`src/rtl/spi_pkg.sv`:
```
// spi_pkg: shared SPI mode encodings, mode-field bit positions and FSM state type.
package spi_pkg;
  localparam logic [1:0] SPI_MODE0 = 2'b00;
  localparam logic [1:0] SPI_MODE1 = 2'b01;
  localparam logic [1:0] SPI_MODE2 = 2'b10;
  localparam logic [1:0] SPI_MODE3 = 2'b11;
  localparam int CPOL_BIT = 1;
  localparam int CPHA_BIT = 0;
  typedef enum logic {IDLE, ACTIVE} state_t;
endpackage

```
`src/rtl/spi_sync_edge.sv`:
```
// spi_sync_edge: N-stage synchroniser for an asynchronous pin with rise/fall detection.
module spi_sync_edge #(
  parameter int STAGES = 2,
  parameter bit INIT   = 1'b0
) (
  input  logic clk,
  input  logic rst_n,
  input  logic i_async,
  output logic o_level,
  output logic o_rise,
  output logic o_fall
);
  logic [STAGES-1:0] r_sync;
  logic              r_dly;
  always_ff @(posedge clk) begin
    if (!rst_n) begin
      r_sync <= {STAGES{INIT}};
      r_dly  <= INIT;
    end else begin
      r_sync <= {r_sync[STAGES-2:0], i_async};
      r_dly  <= r_sync[STAGES-1];
    end
  end
  assign o_level = r_sync[STAGES-1];
  assign o_rise  = o_level & ~r_dly;
  assign o_fall  = ~o_level & r_dly;
endmodule

```
`src/rtl/spi_peri_core.sv`:
```
// spi_peri_core: oversampled full-duplex SPI peripheral, all four CPOL/CPHA modes,
// configurable word width and bit order, ready/valid buffering on both sides.
module spi_peri_core
  import spi_pkg::*;
#(
  parameter int DATA_W      = 8,
  parameter bit MSB_FIRST   = 1'b1,
  parameter int SYNC_STAGES = 2
) (
  input  logic              clk,
  input  logic              rst_n,
  input  logic              sclk,
  input  logic              cs_n,
  input  logic              mosi,
  output logic              miso,
  output logic              miso_oe,
  input  logic [1:0]        mode,
  input  logic [DATA_W-1:0] tx_data,
  input  logic              tx_valid,
  output logic              tx_ready,
  output logic [DATA_W-1:0] rx_data,
  output logic              rx_valid,
  input  logic              rx_ready,
  output logic              rx_overrun,
  output logic              tx_underrun,
  output logic              frame_abort
);
  localparam int CW = $clog2(DATA_W);
  state_t r_state, w_next;
  logic w_sclk_lvl_unused, w_sclk_rise, w_sclk_fall;
  logic w_cs_lvl, w_cs_rise, w_cs_fall;
  logic [SYNC_STAGES-1:0] r_mosi_sync, r_settle;
  logic r_arm, r_cpol, r_cpha, r_pend, r_done;
  logic [CW-1:0] r_cnt;
  logic [DATA_W-1:0] r_rx, r_tx, w_rx_next, w_tx_next, r_rx_data;
  logic r_rx_valid, r_rx_overrun, r_tx_ready, r_tx_underrun, r_frame_abort;
  logic w_start, w_stop, w_active, w_lead, w_trail, w_sample, w_shift, w_last, w_load, w_mosi;

  spi_sync_edge #(.STAGES(SYNC_STAGES), .INIT(1'b0)) u_sclk_sync (
    .clk(clk), .rst_n(rst_n), .i_async(sclk),
    .o_level(w_sclk_lvl_unused), .o_rise(w_sclk_rise), .o_fall(w_sclk_fall)
  );
  spi_sync_edge #(.STAGES(SYNC_STAGES), .INIT(1'b1)) u_cs_sync (
    .clk(clk), .rst_n(rst_n), .i_async(cs_n),
    .o_level(w_cs_lvl), .o_rise(w_cs_rise), .o_fall(w_cs_fall)
  );

  // A frame may only start once cs_n has been seen high after reset, so a
  // select held low across reset cannot open a frame mid-transfer.
  always_ff @(posedge clk) begin
    if (!rst_n) begin
      r_mosi_sync <= '0;
      r_settle    <= '0;
      r_arm       <= 1'b0;
    end else begin
      r_mosi_sync <= {r_mosi_sync[SYNC_STAGES-2:0], mosi};
      r_settle    <= {r_settle[SYNC_STAGES-2:0], 1'b1};
      r_arm       <= r_arm | (r_settle[SYNC_STAGES-1] & w_cs_lvl);
    end
  end

  always_ff @(posedge clk) begin
    if (!rst_n) r_state <= IDLE;
    else r_state <= w_next;
  end

  always_comb begin
    w_start = (r_state == IDLE) & w_cs_fall & r_arm;
    w_stop  = (r_state == ACTIVE) & w_cs_rise;
    w_next  = w_start ? ACTIVE : w_stop ? IDLE : r_state;
  end

  assign w_mosi    = r_mosi_sync[SYNC_STAGES-1];
  assign w_active  = (r_state == ACTIVE) & ~w_cs_rise;
  assign w_lead    = r_cpol ? w_sclk_fall : w_sclk_rise;
  assign w_trail   = r_cpol ? w_sclk_rise : w_sclk_fall;
  assign w_sample  = w_active & (r_cpha ? w_trail : w_lead);
  assign w_shift   = w_active & (r_cpha ? w_lead : w_trail);
  assign w_last    = r_cnt == CW'(DATA_W - 1);
  assign w_load    = w_start | (w_shift & r_pend);
  assign w_rx_next = MSB_FIRST ? {r_rx[DATA_W-2:0], w_mosi} : {w_mosi, r_rx[DATA_W-1:1]};
  assign w_tx_next = MSB_FIRST ? {r_tx[DATA_W-2:0], 1'b0} : {1'b0, r_tx[DATA_W-1:1]};

  // With cpha=1 the first leading edge of a frame only presents the bit
  // already loaded at cs_n fall; later words reload on that edge via r_pend.
  always_ff @(posedge clk) begin
    if (!rst_n) begin
      r_cpol        <= 1'b0;
      r_cpha        <= 1'b0;
      r_cnt         <= '0;
      r_pend        <= 1'b0;
      r_done        <= 1'b0;
      r_rx          <= '0;
      r_tx          <= '0;
      r_rx_data     <= '0;
      r_rx_valid    <= 1'b0;
      r_rx_overrun  <= 1'b0;
      r_tx_ready    <= 1'b0;
      r_tx_underrun <= 1'b0;
      r_frame_abort <= 1'b0;
    end else begin
      r_tx_ready    <= w_load & tx_valid;
      r_tx_underrun <= w_load & ~tx_valid;
      r_frame_abort <= w_stop & (r_cnt != '0);
      r_done        <= w_sample & w_last;
      r_rx_overrun  <= r_done & r_rx_valid & ~rx_ready;
      if (w_start) begin
        r_cpol <= mode[CPOL_BIT];
        r_cpha <= mode[CPHA_BIT];
      end
      if (w_load) r_tx <= tx_valid ? tx_data : '0;
      else if (w_shift && !(r_cpha && r_cnt == '0)) r_tx <= w_tx_next;
      if (w_sample) r_rx <= w_rx_next;
      r_cnt  <= (w_start | w_stop | (w_sample & w_last)) ? '0 : w_sample ? r_cnt + 1'b1 : r_cnt;
      r_pend <= (w_load | w_stop) ? 1'b0 : (w_sample & w_last) ? 1'b1 : r_pend;
      if (r_done && !(r_rx_valid && !rx_ready)) begin
        r_rx_data  <= r_rx;
        r_rx_valid <= 1'b1;
      end else if (r_rx_valid && rx_ready) r_rx_valid <= 1'b0;
    end
  end

  assign miso        = (r_state == ACTIVE) & (MSB_FIRST ? r_tx[DATA_W-1] : r_tx[0]);
  assign miso_oe     = r_state == ACTIVE;
  assign tx_ready    = r_tx_ready;
  assign tx_underrun = r_tx_underrun;
  assign rx_data     = r_rx_data;
  assign rx_valid    = r_rx_valid;
  assign rx_overrun  = r_rx_overrun;
  assign frame_abort = r_frame_abort;
endmodule

```
`config.mk`:
```
export PLATFORM = sky130hd
export DESIGN_NAME = spi_peri_core
export DESIGN_NICKNAME = d
export VERILOG_FILES = /design/src/rtl/spi_pkg.sv /design/src/rtl/spi_sync_edge.sv /design/src/rtl/spi_peri_core.sv
export SDC_FILE = /design/constraint.sdc
export NUM_CORES = 1
export LEC_CHECK = 0
export BUFFER_PORTS_ARGS = -buffer_cell sky130_fd_sc_hd__buf_4
export CORE_ASPECT_RATIO = 0.7
export CORE_MARGIN = 3
export CORE_UTILIZATION = 54
export DETAILED_ROUTE_END_ITERATION = 7
export PLACE_DENSITY = 0.77
export SYNTH_ARGS = -nofsm -noshare
export SYNTH_HDL_FRONTEND = slang
export SYNTH_SLANG_ARGS = --single-unit
```
`constraint.sdc`:
```
create_clock -name clk -period 2 [get_ports clk]
set_input_delay 0.2 -clock clk [delete_from_list [all_inputs] [get_ports clk]]
set_output_delay 0.2 -clock clk [all_outputs]
set_load 0.01 [all_outputs]
```
After elaboration in Yosys (flattened, before gate mapping)
Index checks and enable logic that the tools add are counted.

Word-level logic and storage cells: 84. Input bits: 17. Register bits after elaboration: 48. Output and inout bits: 15.

Mux-type cells: 12. Equal/unequal tests: 1. Reductions and logical operators: 15. Bitwise logic cells: 33. $add $sub $neg: 1.

Operators by type and width (count): 2-to-1 mux 8 bit (3); bitwise AND 1 bit (19); 2-to-1 mux 1 bit (9); NOT 1 bit (9); nonzero test 2 bit (3); logical AND 1 bit (5); OR 1 bit (5); OR reduction 2 bit (2); adder 3 x 1 -> 3 bit (second input constant) (1); equality test 3 bit (second input constant) (1); logical NOT 1 bit (3); logical NOT 3 bit (1); nonzero test 3 bit (1).

Logic depth before layout (Yosys ltp)
Gate-level depths: netlist (run 1).

Depth in word-level cells: 9. Gate-level depth with buffers: 7.

By module
Synthesis (run 1) repeated with hierarchy kept, for this count alone.

Cell total of the unflattened synthesis: 195. Area total of the unflattened synthesis: 1871.8 um^2.

By module, submodules not included: spi_peri_core (cells each 179, area an instance 1689.1 um^2, times used 1, seq. area each 840.8 um^2); spi_sync_edge (cells each 8, area an instance 91.3 um^2, times used 2, seq. area each 60.1 um^2).

Worst setup path after synthesis (run 1)
Ideal clock, no wire load.

Path kind: register -> register. From: register r_cpha. To: register r_tx[6]. Slack: 415 ps. Library setup time: 116 ps. Stages on the path, launching flop included: 6. Path buffers: 0. Data arrival time: 1468 ps. Clock period less this slack: 1585 ps. Cells stage by stage: dfxtp_1 -> xnor2_2 -> mux2i_2 -> nor3_2 -> mux2_4 -> o211a_1.

Cells in the longest elaborated chain, start to end: 5. Elaborated cells between the ends (all ways): 9. Classes of those cells: mux (2); bitwise (3); reduce/logical (4).

Ends and longest elaborated chain: from (decl) (RTL line spi_peri_core.sv:33) `logic r_arm, r_cpol, r_cpha, r_pend, r_done;`; from (signal assigned) (RTL line spi_peri_core.sv:109) `r_cpha <= mode[CPHA_BIT];`; 2-to-1 mux 1 bit (RTL line spi_peri_core.sv:78) `assign w_shift = w_active & (r_cpha ? w_lead : w_trail);`; bitwise AND 1 bit (RTL line spi_peri_core.sv:78); bitwise AND 1 bit (RTL line spi_peri_core.sv:80) `assign w_load = w_start | (w_shift & r_pend);`; OR 1 bit (RTL line spi_peri_core.sv:80); 2-to-1 mux 8 bit or nonzero test 2 bit (tied branches); to (signal assigned) (RTL line spi_peri_core.sv:111) `if (w_load) r_tx <= tx_valid ? tx_data : '0;`; to (signal assigned) (RTL line spi_peri_core.sv:112) `else if (w_shift && !(r_cpha && r_cnt == '0)) r_tx <= w_tx_next;`; to (decl) (RTL line spi_peri_core.sv:35) `logic [DATA_W-1:0] r_rx, r_tx, w_rx_next, w_tx_next, r_rx_data;`.

Several ways; a longest one is shown, not always the timed one. A chain may end at the register's enable or synchronous reset.

Final worst setup path (run 1)
From: register r_cnt[0]. To: register r_tx[2].

Cells in the longest elaborated chain, start to end: 5.

Ends and longest elaborated chain: from (decl) (RTL line spi_peri_core.sv:34) `logic [CW-1:0] r_cnt;`; from (signal assigned) (RTL line spi_peri_core.sv:114) `r_cnt <= (w_start | w_stop | (w_sample & w_last)) ? '0 : w_sample ? r_cnt + 1'b1 : r_cnt;`; logical NOT 3 bit (RTL line spi_peri_core.sv:112); logical AND 1 bit (RTL line spi_peri_core.sv:112); logical NOT 1 bit (RTL line spi_peri_core.sv:112); logical AND 1 bit (RTL line spi_peri_core.sv:112); nonzero test 2 bit (no line).

No other way between the ends.

==> impl_metrics.env, run 1 <==
export IMPL_path_class="reg2reg"
export IMPL_fp_dieW_um=76.4
export IMPL_min_from="cs_n"
export IMPL_post_cts_buffers=0
export IMPL_nFillCells=263
export IMPL_antennaDiodeCount=0
export IMPL_htreeDepth=2
export IMPL_synth_top_area_cell="dfxtp_1"
export IMPL_drt_pass1_iter_count=4
export IMPL_globalRouteTotalUtil_pct=16.7
export IMPL_die_h_um=55.3
export IMPL_tightest_slew_ns=0.515
export IMPL_std_cell_rows=17
export IMPL_status="completed"
export IMPL_cp_end_kind="flip-flop"
export IMPL_timing_hold_ws_ns=0.102
export IMPL_num_vias=1281
export IMPL_numPortBuffers=31
export IMPL_rrSetupSlack_ns=0.22
export IMPL_yosysUniqueCellTypes=33
export IMPL_synth_ff_type="dfxtp_1"
export IMPL_start_kind="flip-flop"
export IMPL_max_freq_mhz=563
export IMPL_r2r_start="r_cnt[0]"
export IMPL_netlist_instances=177
export IMPL_leakage_uw=0.000919
export IMPL_cp_arrival_ns=1.95
export IMPL_synthArstFlopShare_pct=0
export IMPL_core_area_sq_mm=0.00323
export IMPL_multi_input_area_sq_um=872
export IMPL_dp_hpwl_um=2260
export IMPL_setup_tns_ns=0
export IMPL_final_layout_size_suffix_gt1_share_pct=21.2
export IMPL_wl_per_cell_um=12.8
export IMPL_post_route_period_util_pct=88.8
export IMPL_period_minus_slack_ns=1.78
export IMPL_cts_tree="built"
export IMPL_holdBufCountCts=0
export IMPL_routed_via_density=5.02
export IMPL_antenna_found_initial=0
export IMPL_drc=0
export IMPL_r2r_end="r_tx[2]"
export IMPL_ir_worst_vdd_uv=620
export IMPL_cts_buffer_depth=2
export IMPL_avgSynthCellArea_sq_um=10.6
export IMPL_setup_violations=0
export IMPL_maxCapViolCount=0
export IMPL_worstSkewPairLatency_ns=0.29
export IMPL_ios=32
export IMPL_hold_depth=2
export IMPL_seqCellArea_sq_um=961
export IMPL_yosysTopAreaCellShare_pct=51.3
export IMPL_yosys_top_cells_area="dfxtp_1 (51%), mux2i_1 (10%), nor2b_1 (8.0%)"
export IMPL_synth_edf_count=0
export IMPL_totalWireLength_um=3260
export IMPL_setup_ws_ns=0.224
export IMPL_gp_congestion=0.720
export IMPL_layout_cells_most_common="dfxtp_1"
export IMPL_finClkSkew_ns=0.00400
export IMPL_cts_root_buf="clkbuf_8"
export IMPL_synth_cell_area_sq_mm=0.00187
export IMPL_ys_ff_latch=48
export IMPL_synth_seq_area_share_pct=51.3
export IMPL_relSlewSlack_pct=65.7
export IMPL_crit_required_ns=2.17
export IMPL_overflow=0
export IMPL_power_density_mw_per_mm2=724
export IMPL_syn_to_final_growth_pct=18.9
export IMPL_grt_max_degree=47
export IMPL_syn_nets=197
export IMPL_nNetsFinal=227
export IMPL_yosys_warnings=0
export IMPL_cts_buffers=5
export IMPL_die_area_sq_mm=0.00422
export IMPL_holdPathEnd="u_cs_sync.r_sync[0]"
export IMPL_drt_iter0_drc=24
export IMPL_hold_viol=0
export IMPL_rr_worst_depth=7
export IMPL_cp_max_fo=7
export IMPL_instances_no_fill=255
export IMPL_dpl_cell_count=247
export IMPL_start_util_pct=57.9
export IMPL_rsz0062_at_grt="no"
export IMPL_drtAntennaViolNets=0
export IMPL_post_place_ws_ns=0.186
export IMPL_clock_sinks=48
export IMPL_layout_common_cells="dfxtp_1 (48), buf_4 (31), nor2b_1 (24)"
export IMPL_worstHoldPathType="in2reg"
export IMPL_grt_pass1_vias=1346
export IMPL_path_clk_slew_ns=0.08
export IMPL_slew_violations=0
export IMPL_grt_pass1_wl_um=5710
## worst max-delay path, cell delays in order (launching register included)
cell,delay (ns)
dfxtp_1,0.39
inv_1,0.06
ha_1,0.20
and3b_1,0.23
nor2b_1,0.15
o31a_1,0.34
a22oi_1,0.20
a21boi_1,0.09
## worst max path at each step
stage	startpoint	end	slack, ns	cells after the start
5_1_grt	r_cnt[0]	r_tx[3]	0.13	7
3_5_place_dp	r_cpha	r_tx[0]	0.19	5
3_3_place_gp	r_cpha	r_tx[0]	0.25	5
6_report	r_cnt[0]	r_tx[2]	0.22	7
4_1_cts	r_cpha	r_tx[0]	0.16	5
2_1_floorplan	r_cpha	r_tx[6]	0.42	5
## stage by stage
step                total power [uW]  area (sq um)  utilization (%)
floorplan                       1030          1870                -
CTS                             1630          2220             68.6
detailed placement              1070          2130             65.8
global placement                1060          2130             65.8
finish                          1610          2230             68.8
global route                    1680          2230             68.8
## report_power, final
| part | switching (uW) | total, uW | leakage, uW | internal (uW) |
|---|---|---|---|---|
| combinational | 30.8 | 70.8 | 0.000485 | 40.0 |
| clock | 285 | 567 | 0.0000455 | 282 |
| sequential | 6.17 | 973 | 0.000389 | 967 |
## cells in the mapped netlist, drive strengths merged (4+ instances only)
| master | count |
|---|---|
| nand3 | 9 |
| clkbuf | 5 |
| nand2b | 5 |
| a22oi | 6 |
| o21ai | 5 |
| a21oi | 5 |
| and3 | 4 |
| dfxtp | 48 |
| nor2b | 24 |
| a21boi | 7 |
| nand2 | 5 |
| mux2i | 20 |
| and2 | 7 |
| nor2 | 4 |
## sequential cells by signal, summed over array words and instances (netlist names), 2 cells and up
signal	cells
r_rx	8
r_tx	8
rx_data	8
r_cnt	3
r_mosi_sync	2
r_settle	2
u_cs_sync.r_sync	2
u_sclk_sync.r_sync	2
## logic make-up (layout without fill, tap and decap cells)
group           count (synthesis)  after routing  synth area share, %
compound gates                 27             27                 9.76
flops                          48             48                 51.3
buf+inv                        11             42                 2.54
mux                            21             21                 11.7
xor+xnor                        1              1                0.869
simple gates                   66             66                 21.8
fa+ha+maj                       3              3                 2.01
## metal layers
metal	part of all wire (%)	vias up	track usage [%]	wire [um]
li1	-	669	-	-
met1	51	581	20.3	1650
met2	44	27	27.3	1430
met3	4.1	4	5.05	135
met4	1.3	0	7.49	42
met5	0	-	0	0
## cell type report
| class | instances | area share, % |
|---|---|---|
| well taps | 47 | 2.64 |
| repair buffers | 31 | 10.5 |
| inverters | 3 | 0.506 |
| multi-input cells | 118 | 39.2 |
| clock buffers | 8 | 4.05 |
| flip-flops and latches | 48 | 43.2 |
## timing repair
action | 4_1_cts | 5_1_grt
gates resized for setup | 0 | 2
setup endpoints to repair | 0 | 2
hold endpoints to repair | 0 | 0
Note: power is estimated with default switching activity, not from simulation.
==> run 2: changes to the inputs <==
--- a/config.mk
+++ b/config.mk
@@ -8,9 +8,10 @@
 export BUFFER_PORTS_ARGS = -buffer_cell sky130_fd_sc_hd__buf_4
 export CORE_ASPECT_RATIO = 0.7
 export CORE_MARGIN = 3
-export CORE_UTILIZATION = 54
+export CORE_UTILIZATION = 55
+export CTS_BUF_LIST = sky130_fd_sc_hd__clkbuf_4 sky130_fd_sc_hd__clkbuf_8
 export DETAILED_ROUTE_END_ITERATION = 7
-export PLACE_DENSITY = 0.77
+export PLACE_DENSITY = 0.78
 export SYNTH_ARGS = -nofsm -noshare
 export SYNTH_HDL_FRONTEND = slang
 export SYNTH_SLANG_ARGS = --single-unit
==> run 2 against run 1 <==
Critical path type unchanged. Clock-buffer cell count fell by 2. Largest power group unchanged. Core utilization rose by 0.26 points. Sequential power barely moved. Total power rose by 0.55%. Via count rose by 4.6%. Critical endpoint is now r_tx[0]. Clock skew rose by 0.0036 ns. Highest routed layer unchanged.
==> impl_metrics.env, run 2 (synthesis results as in run 1) <==
export IMPL_status="completed"
export IMPL_cts_repair_resized=0
export IMPL_drt_iter0_drc=60
export IMPL_grt_max_degree=47
export IMPL_hold_depth=2
export IMPL_grt_pass1_wl_um=5420
export IMPL_max_freq_mhz=536
export IMPL_clock_sinks=48
export IMPL_path_clk_slew_ns=0.08
export IMPL_rrSetupSlack_ns=0.14
export IMPL_post_route_period_util_pct=93.2
export IMPL_antenna_found_initial=0
export IMPL_nNetsFinal=227
export IMPL_r2r_end="r_tx[0]"
export IMPL_overflow=0
export IMPL_drt_pass1_iter_count=4
export IMPL_die_area_sq_mm=0.00415
export IMPL_worstHoldPathType="in2reg"
export IMPL_drc=0
export IMPL_drtAntennaViolNets=0
export IMPL_slew_violations=0
export IMPL_path_class="reg2reg"
export IMPL_cts_root_buf="clkbuf_8"
export IMPL_period_minus_slack_ns=1.86
export IMPL_ir_worst_vdd_uv=597
export IMPL_die_h_um=54.8
export IMPL_power_uw=1620
export IMPL_cp_max_fo=12
export IMPL_totalWireLength_um=3340
export IMPL_instances_no_fill=255
export IMPL_layout_common_cells="dfxtp_1 (48), buf_4 (31), nor2b_1 (24)"
export IMPL_gp_congestion=0.833
export IMPL_syn_to_final_growth_pct=18.6
export IMPL_min_from="cs_n"
export IMPL_leakage_uw=0.000922
export IMPL_cts_tree="built"
export IMPL_grt_pass1_vias=1260
export IMPL_core_area_sq_mm=0.00321
export IMPL_cp_startpoint="r_cpha"
export IMPL_layout_cells_most_common="dfxtp_1"
export IMPL_dpl_cell_count=247
export IMPL_crit_required_ns=2.19
export IMPL_final_core_util_pct=69.1
export IMPL_worstSkewPairLatency_ns=0.30
export IMPL_cp_end_kind="flip-flop"
export IMPL_holdBufCountCts=0
export IMPL_htreeDepth=2
export IMPL_ios=32
export IMPL_cts_buffer_depth=2
export IMPL_final_layout_size_suffix_gt1_share_pct=21.6
export IMPL_routed_via_density=5.25
export IMPL_setup_tns_ns=0
export IMPL_cts_buffers=5
export IMPL_power_density_mw_per_mm2=730
export IMPL_post_cts_buffers=0
export IMPL_numPortBuffers=31
export IMPL_finClkSkew_ns=0.00760
export IMPL_setup_violations=0
export IMPL_holdPathEnd="u_cs_sync.r_sync[0]"
export IMPL_antennaDiodeCount=0
export IMPL_dp_hpwl_um=2400
export IMPL_start_kind="flip-flop"
export IMPL_relSlewSlack_pct=48.7
export IMPL_tightest_slew_ns=0.765
export IMPL_maxCapViolCount=0
export IMPL_cp_arrival_ns=2.05
export IMPL_wl_per_cell_um=13.1
export IMPL_r2r_start="r_cpha"
export IMPL_fp_dieW_um=75.7
export IMPL_hold_viol=0
export IMPL_rr_worst_depth=5
export IMPL_globalRouteTotalUtil_pct=17.6
export IMPL_rsz0062_at_grt="no"
export IMPL_std_cell_rows=17
export IMPL_start_util_pct=58.3
export IMPL_num_vias=1340
## run 2: cell count changes in the layout (fill, tap and decap cells not counted)
cell and delta:
o21ai_2 -1, nor2_4 -1, clkinv_2 +2, clkbuf_1 -2, o21ai_1 +1, nor2_2 +1
## run 2: critical path, cell delays in order (launching register included)
cell	delay, ns
dfxtp_1	0.36
xnor2_2	0.26
mux2i_2	0.42
o21ai_1	0.36
a32oi_1	0.29
nor2b_1	0.06
## run 2: area by class of cell
type	count	area, sq um
clock buffer	6	82.6
tap	47	58.8
sequential	48	961
clock inverter	2	10.0
multi-input combinational	118	863
inverter	3	11.3
timing repair buffer	31	233
fill	252	992
## run 2: worst max-delay path by stage
stage / slack [ns] / end
6_report: 0.14 / r_tx[0]
5_1_grt: 0.01 / r_tx[1]
4_1_cts: 0.14 / r_tx[0]
3_5_place_dp: 0.15 / r_tx[0]
3_3_place_gp: 0.30 / r_tx[0]
2_1_floorplan: 0.42 / r_tx[6]
## run 2: report_power, final
part	switching, uW	leakage (uW)	total, uW	internal (uW)
sequential	6.41	0.000389	974	967
combinational	30.8	0.000482	70.7	39.9
clock	300	0.0000510	576	276
total	337	0.000922	1620	1280
## run 2: through the flow
stage	hold slack, ns	instance area, sq um	setup slack [ns]
6_report	0.0831	2220	0.136
5_1_grt	0.0904	2220	0.0135
4_1_cts	0.0777	2220	0.141
3_5_place_dp	0.387	2130	0.155
3_3_place_gp	0.388	2130	0.299
2_1_floorplan	0.228	1870	0.415
## run 2: layer usage
metal,GRT usage [%],vias to the layer above,part of all wire (%)
li1,-,670,-
met1,21.7,625,47
met2,28.1,38,45
met3,5.32,7,5.7
met4,8.43,0,1.7
met5,0,-,0
==> run 3: changes to the inputs <==
--- a/config.mk
+++ b/config.mk
@@ -8,10 +8,9 @@
 export BUFFER_PORTS_ARGS = -buffer_cell sky130_fd_sc_hd__buf_4
 export CORE_ASPECT_RATIO = 0.7
 export CORE_MARGIN = 3
-export CORE_UTILIZATION = 55
-export CTS_BUF_LIST = sky130_fd_sc_hd__clkbuf_4 sky130_fd_sc_hd__clkbuf_8
+export CORE_UTILIZATION = 47
 export DETAILED_ROUTE_END_ITERATION = 7
-export PLACE_DENSITY = 0.78
+export PLACE_DENSITY = 0.69
 export SYNTH_ARGS = -nofsm -noshare
 export SYNTH_HDL_FRONTEND = slang
 export SYNTH_SLANG_ARGS = --single-unit
==> run 3 against run 2 <==
Highest routed layer unchanged. Global-route usage decreased by 1.2 points. Non-clock buffer count stayed put. Combinational power is essentially flat. Core utilization decreased by 8.4 points. Critical path depth is 2 higher. Setup slack better by 0.066 ns. Critical endpoint is now r_tx[1]. First-iteration DRC count is 47% higher. Clock-buffer cell count unchanged. Hold slack improved by 0.0058 ns.
==> impl_metrics.env, run 3 (synthesis results as in run 1) <==
export IMPL_holdPathEnd="u_cs_sync.r_sync[0]"
export IMPL_tightest_slew_ns=0.686
export IMPL_overflow=0
export IMPL_globalRouteTotalUtil_pct=16.4
export IMPL_totalWireLength_um=3390
export IMPL_max_stage_delay_ns=0.38
export IMPL_clock_sinks=48
export IMPL_crit_family="compound AO/OA/AOI/OAI gates"
export IMPL_path_class="reg2reg"
export IMPL_htreeDepth=2
export IMPL_layout_cells_most_common="dfxtp_1"
export IMPL_worstSkewPairLatency_ns=0.29
export IMPL_min_from="cs_n"
export IMPL_leakage_uw=0.000924
export IMPL_maxCapViolCount=0
export IMPL_grt_max_degree=47
export IMPL_hold_viol=0
export IMPL_gp_congestion=0.781
export IMPL_worstHoldPathType="in2reg"
export IMPL_drt_iter0_drc=88
export IMPL_finClkSkew_ns=0.00755
export IMPL_grt_pass1_wl_um=5970
export IMPL_rrSetupSlack_ns=0.20
export IMPL_cp_max_fo=7
export IMPL_dp_hpwl_um=2460
export IMPL_drt_pass1_iter_count=4
export IMPL_antenna_found_initial=0
export IMPL_setup_violations=0
export IMPL_path_clk_slew_ns=0.09
export IMPL_crit_path_cell_trace="inv_1, ha_1, and3b_1, nor2b_1, o31a_1, a22oi_1, a21boi_1"
export IMPL_seqCellArea_sq_um=961
export IMPL_wl_per_cell_um=13.1
export IMPL_multi_input_area_sq_um=867
export IMPL_crit_required_ns=2.18
export IMPL_p_sw_share_pct=21.3
export IMPL_start_kind="flip-flop"
export IMPL_switchingPower_uw=348
export IMPL_fp_dieW_um=81.4
export IMPL_combPwrFrac_pct=4.3
export IMPL_ios=32
export IMPL_die_area_sq_mm=0.00479
export IMPL_cp_end_kind="flip-flop"
export IMPL_die_h_um=58.8
export IMPL_power_density_mw_per_mm2=733
export IMPL_routed_via_density=5.07
export IMPL_syn_to_final_growth_pct=19.0
export IMPL_relSlewSlack_pct=54.2
export IMPL_hold_depth=2
export IMPL_nFillCells=332
export IMPL_post_route_period_util_pct=89.9
export IMPL_drc=0
export IMPL_r2r_start="r_cnt[0]"
export IMPL_cp_arrival_ns=1.98
export IMPL_internal_power_uw=1280
export IMPL_max_freq_mhz=556
export IMPL_setup_ws_ns=0.202
export IMPL_nNetsFinal=227
export IMPL_numPortBuffers=31
export IMPL_crit_buf_inv=1
export IMPL_cts_buffers=5
export IMPL_grt_pass1_vias=1294
export IMPL_slew_violations=0
export IMPL_slowest_stage="dfxtp_1"
export IMPL_num_vias=1309
export IMPL_start_util_pct=51.0
export IMPL_period_minus_slack_ns=1.80
export IMPL_p_clk_share_pct=36.0
export IMPL_antennaDiodeCount=0
export IMPL_r2r_end="r_tx[1]"
export IMPL_pwr_share_seq_pct=59.7
export IMPL_cts_root_buf="clkbuf_8"
export IMPL_core_area_sq_mm=0.00367
export IMPL_rr_worst_depth=7
export IMPL_setup_tns_ns=0
export IMPL_post_place_ws_ns=0.214
export IMPL_layout_common_cells="dfxtp_1 (48), buf_4 (31), nor2b_1 (24)"
export IMPL_timing_hold_ws_ns=0.0890
export IMPL_post_cts_buffers=0
export IMPL_std_cell_rows=18
export IMPL_cts_buffer_depth=2
export IMPL_cts_tree="built"
export IMPL_final_layout_size_suffix_gt1_share_pct=22.1
export IMPL_ir_worst_vdd_uv=433
export IMPL_status="completed"
export IMPL_drtAntennaViolNets=0
export IMPL_holdBufCountCts=0
export IMPL_power_uw=1630
export IMPL_rsz0062_at_grt="no"
## run 3: changes by cell type in the layout (fill, tap and decap cells not counted)
cell,previous run,this run
o21ai_1,1,0
o21ai_2,0,1
## run 3: worst max path at each step
stage,from,endpoint,slack [ns],depth (start not counted)
2_1_floorplan,r_cpha,r_tx[6],0.42,5
3_3_place_gp,r_cnt[0],r_tx[7],0.28,7
3_5_place_dp,r_cnt[0],r_tx[1],0.21,7
4_1_cts,r_cnt[0],r_tx[1],0.20,7
5_1_grt,u_cs_sync.r_dly,r_rx[1],0.04,5
6_report,r_cnt[0],r_tx[1],0.20,7
## run 3: final cells by class
class | instances | area share, %
tap | 50 | 2.81
sequential | 48 | 43.1
clock inverter | 2 | 0.449
clock buffer | 6 | 3.71
inverter | 3 | 0.506
multi-input combinational | 118 | 38.9
timing repair buffer | 31 | 10.4
## run 3: stage by stage
step / instance area [sq um] / instances / utilization (%)
global route: 2230 / 258 / 60.7
floorplan: 1870 / 177 / -
finish: 2230 / 258 / 60.7
CTS: 2220 / 258 / 60.6
global placement: 2130 / 250 / 58.0
detailed placement: 2130 / 250 / 58.0
## run 3: metal layers
layer | GRT usage [%] | vias to the layer above | wire length (um)
li1 | - | 665 | -
met1 | 20.8 | 607 | 1590
met2 | 25.6 | 32 | 1600
met3 | 5.81 | 5 | 176
met4 | 6.27 | 0 | 23
met5 | 0 | - | 0
## run 3: timing repair
action                     in CTS  in global routing
setup endpoints to repair       0                  6
resized for setup               0                  1
hold endpoints to repair        0                  0
## run 3: power groups by stage
| stage | Clock (uW) | Combinational (uW) | Sequential, uW |
|---|---|---|---|
| after global placement | 0 | 68.4 | 996 |
| final | 588 | 70.7 | 973 |
| after floorplan | 0 | 38.7 | 995 |
| after CTS | 607 | 71.2 | 974 |
| after detailed placement | 0 | 71.1 | 996 |
| after global routing | 658 | 79.3 | 975 |
